File: src/rtl/lbm_fp_pkg.sv
// Shared lattice fixed-point constants and types.
// Used by convert_to_fp and convert_from_fp.
package lbm_fp_pkg;

    localparam int FP_WIDTH   = 32;
    localparam int FP_FBITS   = 24;
    localparam int CELL_WIDTH = 8;

    typedef logic signed [FP_WIDTH-1:0] fp_t;
    typedef logic [CELL_WIDTH-1:0]      cell_t;

endpackage

File: src/rtl/fp_saturate.sv
// Combinational clamp: shifted fixed-point sum -> unsigned integer.
// Negative values clamp to 0, values above range clamp to all ones.
module fp_saturate #(
    parameter int SUM_WIDTH = 33,
    parameter int FBITS     = 24,
    parameter int OUT_WIDTH = 8
) (
    input  logic signed [SUM_WIDTH-1:0] sum,
    output logic [OUT_WIDTH-1:0]        value,
    output logic                        sat
);

    logic signed [SUM_WIDTH-1:0] int_v;
    logic                        neg;
    logic                        ovf;

    assign int_v = sum >>> FBITS;
    assign neg   = int_v[SUM_WIDTH-1];
    // Any set bit above the output range means overflow (once non-negative).
    assign ovf   = |(int_v >> OUT_WIDTH);

    always_comb begin
        value = int_v[OUT_WIDTH-1:0];
        sat   = 1'b0;
        unique case (1'b1)
            neg: begin
                value = '0;
                sat   = 1'b1;
            end
            !neg && ovf: begin
                value = '1;
                sat   = 1'b1;
            end
            default: ;
        endcase
    end

endmodule

File: src/rtl/convert_from_fp.sv
// Two-stage fixed-point -> saturated unsigned integer converter.
// Define CONVERT_FROM_FP_ROUND_EN for round-half-up; otherwise floor.
module convert_from_fp
    import lbm_fp_pkg::*;
#(
    parameter int INPUT_WIDTH  = FP_WIDTH,
    parameter int OUTPUT_WIDTH = CELL_WIDTH,
    parameter int FBITS        = FP_FBITS
) (
    input  logic                          Clk,
    input  logic                          Reset,
    input  logic                          In_Valid,
    output logic                          In_Ready,
    input  logic signed [INPUT_WIDTH-1:0] Data_In,
    output logic                          Out_Valid,
    input  logic                          Out_Ready,
    output logic [OUTPUT_WIDTH-1:0]       Data_Out,
    output logic                          Sat
);

    localparam int SW = INPUT_WIDTH + 1;

`ifdef CONVERT_FROM_FP_ROUND_EN
    localparam logic signed [SW-1:0] RND =
        {{(SW-1){1'b0}}, 1'b1} << (FBITS - 1);
`else
    localparam logic signed [SW-1:0] RND = '0;
`endif

    logic                    s1_valid;
    logic signed [SW-1:0]    s1_sum;
    logic signed [SW-1:0]    sum_d;
    logic                    adv1;
    logic                    adv2;
    logic [OUTPUT_WIDTH-1:0] sat_value;
    logic                    sat_flag;

    assign adv2     = !Out_Valid || Out_Ready;
    assign adv1     = !s1_valid || adv2;
    assign In_Ready = adv1;

    // The guard bit keeps max-positive + half from wrapping.
    assign sum_d = {Data_In[INPUT_WIDTH-1], Data_In} + RND;

    always_ff @(posedge Clk or posedge Reset) begin
        if (Reset) begin
            s1_valid <= 1'b0;
            s1_sum   <= '0;
        end else if (adv1) begin
            s1_valid <= In_Valid;
            if (In_Valid) begin
                s1_sum <= sum_d;
            end
        end
    end

    fp_saturate #(
        .SUM_WIDTH (SW),
        .FBITS     (FBITS),
        .OUT_WIDTH (OUTPUT_WIDTH)
    ) u_sat (
        .sum   (s1_sum),
        .value (sat_value),
        .sat   (sat_flag)
    );

    always_ff @(posedge Clk or posedge Reset) begin
        if (Reset) begin
            Out_Valid <= 1'b0;
            Data_Out  <= '0;
            Sat       <= 1'b0;
        end else if (adv2) begin
            Out_Valid <= s1_valid;
            if (s1_valid) begin
                Data_Out <= sat_value;
                Sat      <= sat_flag;
            end
        end
    end

endmodule

File: config.mk
export PLATFORM = sky130hd
export DESIGN_NAME = convert_from_fp
export DESIGN_NICKNAME = d
export VERILOG_FILES = /design/src/rtl/lbm_fp_pkg.sv /design/src/rtl/fp_saturate.sv /design/src/rtl/convert_from_fp.sv
export SDC_FILE = /design/constraint.sdc
export NUM_CORES = 1
export LEC_CHECK = 0
export ABC_AREA = 1
export CAP_MARGIN = 15
export CORE_UTILIZATION = 35
export CTS_CLUSTER_SIZE = 20
export DETAILED_ROUTE_END_ITERATION = 7
export HOLD_SLACK_MARGIN = 0.06
export PLACE_DENSITY = 0.8
export SLEW_MARGIN = 10
export SYNTH_ARGS = -nofsm -noshare
export SYNTH_HDL_FRONTEND = slang
export SYNTH_SLANG_ARGS = --single-unit
File: constraint.sdc
create_clock -name Clk -period 1.2 [get_ports Clk]
set_clock_uncertainty 0.1 [all_clocks]
set_input_delay 0.24 -clock Clk [delete_from_list [all_inputs] [get_ports Clk]]
set_output_delay 0.24 -clock Clk [all_outputs]
set_load 0.05 [all_outputs]
==> metrics.yaml <==
worst_setup_path:
  crit_chain: "buf_6, buf_12"
  cp_data_required_time_ns: 0.86
  worstPathMaxFanout: 2
  startpoint_type: "register"
  critPathArrivalTime_ns: 1.00
  cp_top_family: "flip-flops"
  slowest_delay_ns: 0.44
  cpMaxStageDelayCell: "dfrtp_2"
  r2r_setup_slack_ns: -0.07
  endpoint_kind: "output pin"
  crit_buf_inv: 2
  crit_type: "register to output pin"
sta:
  finalCriticalPeriod_ns: 1.336
  setup_viol: 22
  final-max-slew-violation-count: 0
  fin_crit_sh: 1.113
  finalWorstSetupSlack_ns: -0.1362
  fmax_ghz: 0.7484
  hold_violations: 0
  final.setup.tns_ns: -0.8144
  rsz0062_at_grt: "true"
route:
  drt-wirelength-per-cell_um: 14.64
  via_per_inst: 4.841
  vias: 702
  drtPass1Iterations: 4
  ant_nets: 0
  drt_iter0_drc: 19
  routed_wl_um: 2123
  drc: 0
clock_network:
  cts.clk_slew.worst_paths_ns: 0.10
  clockBufferDepth: 2
  cts_max_level: 1
  cts_root_buf: "clkbuf_4"
  numCtsBuffers: 3
  cts_tree: "built"
  clock-sinks: 18
  clock_latency_ns: 0.29
worst_hold_path:
  hold_class: "input pin to register"
yosys:
  syn-num-nets: 115
  postSynthCellCount: 79
  ys.flop_type: "dfrtp_1"
  synth_area_um2: 779.5
  post-synth-top-count-cell: "nand2_1"
  synth_edf_count: 0
  yosysSeqAreaShare: 0.5778
  yosysTopAreaCellShare: 0.5778
  syn_area_per_cell_um2: 9.867
  postSynth.asyncResetShare: 1.000
  synth_top_area_cell: "dfrtp_1"
  yosys_register_bits: 18
  ys_types: 13
  yosysWarnings: 0
  synth_area_leaders: "dfrtp_1, nand2_1, o21ai_2"
  yosys-top-cells-count: "nand2_1, dfrtp_1, nand3_1, o21ai_2"
job:
  drv_cap: 0
grt:
  grt_pass1_wl_um: 2711
  antenna_found_initial: 0
  grt_use_total: 0.1504
  grt_pass1_vias: 644
  grt_max_degree: 18
  grt-ovfl-total: 0
place:
  gp_congestion: 0.7255
  hpwl_um: 1155
  io_buffers: 21
  placed_area_mm2: 0.001119
floorplan:
  core_area_mm2: 0.002022
  ioPinCount: 47
  dieWidth_um: 49.19
  dieArea_mm2: 0.002420
  die_y_um: 49.19
  initial_core_util: 0.3855
  placementRows: 16
status:
  run_status: "finished with violations"
  violations: "negative setup slack"
final_layout:
  finalNetCount: 155
  fillers: 152
  n_antenna_cell: 0
  drive_gt1_frac: 0.5424
  fin_area_mm2: 0.001411
  area_growth_syn_to_layout_pct: 81.06
pwr:
  p_total_w: 0.002494
  power.density_mw_per_mm2: 1767
  peakVddDrop_v: 0.0008666
  power_leakage_nw: 0.6718
## kinds of logic (layout without fill, tap and decap cells)
family | after synthesis | in the layout | share of synthesized area
compound gates | 8 | 8 | 0.08989
buf+inv | 7 | 44 | 0.07062
flops | 18 | 18 | 0.5778
other cells | 1 | 1 | 0.004811
simple gates | 45 | 47 | 0.2568
## state kept, by name, summed over array words and instances, names as in the netlist
| register | count |
|---|---|
| s1_sum | 8 |
| s1_valid | 1 |
| Data_Out | 7 |
| Out_Valid | 1 |
| Sat | 1 |
## where the power goes
group | internal [W] | total [W] | switching (W)
clock | 0.000185 | 0.000369 | 0.000184
sequential | 0.000738 | 0.000868 | 0.000130
combinational | 0.000597 | 0.00126 | 0.000660
total | 0.00152 | 0.00249 | 0.000974
## cell type report
class,count,area (um^2),area share
inverter,3,11.26,0.007979
sequential,18,457.9,0.3245
timing repair buffer,37,450.4,0.3191
tap,27,33.78,0.02394
clock buffer,4,36.28,0.02571
multi-input combinational,56,421.7,0.2988
## path summary, 6_finish.rpt
kind / cells after the start / start / endpoint
min in group asynchronous: 3 / Reset / Data_Out[4]$_DFFE_PP0P_
worst min register to register: 2 / s1_sum[31]$_DFFE_PP0P_ / s1_sum[31]$_DFFE_PP0P_
worst max-delay path: 2 / Out_Valid$_DFFE_PP0P_ / Out_Valid
worst max register to register: 6 / Out_Valid$_DFFE_PP0P_ / Sat$_DFFE_PP0P_
worst min-delay path: 4 / Out_Ready / Out_Valid$_DFFE_PP0P_
max in group asynchronous: 4 / Reset / s1_sum[31]$_DFFE_PP0P_
## worst reg2reg max path: stages, from the launching register on
cell and delay [ns]:
dfrtp_2 0.44, buf_6 0.13, buf_4 0.14, nand2_8 0.11, nand2_8 0.10, nand2_2 0.08, o21ai_2 0.05
## layer usage
metal | vias to the layer above | share of wire | routed length (um) | GRT usage
met5 | - | 0 | 0 | 0
met4 | 0 | 0.016 | 35 | 0.08824
met3 | 4 | 0.035 | 75 | 0.01246
met2 | 28 | 0.55 | 1167 | 0.2694
met1 | 344 | 0.40 | 844 | 0.1727
li1 | 326 | - | - | -
## cell usage in the layout (no fill, tap or decap), types with 2 or more instances in the layout
cell type / n
nand2_8: 4
clkdlybuf4s50_1: 10
clkbuf_4: 3
nand3_1: 3
inv_2: 2
nand2_1: 25
buf_12: 10
buf_4: 10
nand2_4: 7
dfrtp_2: 6
buf_6: 5
nand2_2: 2
o21ai_2: 8
nand3_2: 5
dfrtp_1: 12
## repair_timing
item / in CTS / in global routing
hold endpoints to repair: 3 / 0
endpoints found under the setup margin: 10 / 24
pin swaps: 2 / 8
buffers inserted: 6 / 4
hold buffers: 1 / 0
resized for setup: 6 / 32
gates cloned: 0 / 2
## stage by stage
step	util	std cells	hold WS (ns)	setup WS (ns)
6_report	0.6980	145	0.3795	-0.1362
5_1_grt	0.6980	145	0.3877	-0.1653
4_1_cts	0.6101	139	0.2879	-0.1471
3_5_place_dp	0.5532	128	0.3511	-0.2045
3_3_place_gp	0.5532	128	0.3444	-0.1993
2_1_floorplan	-	79	0.07850	0.01375
No activity file was read; power rests on OpenSTA's default activity.
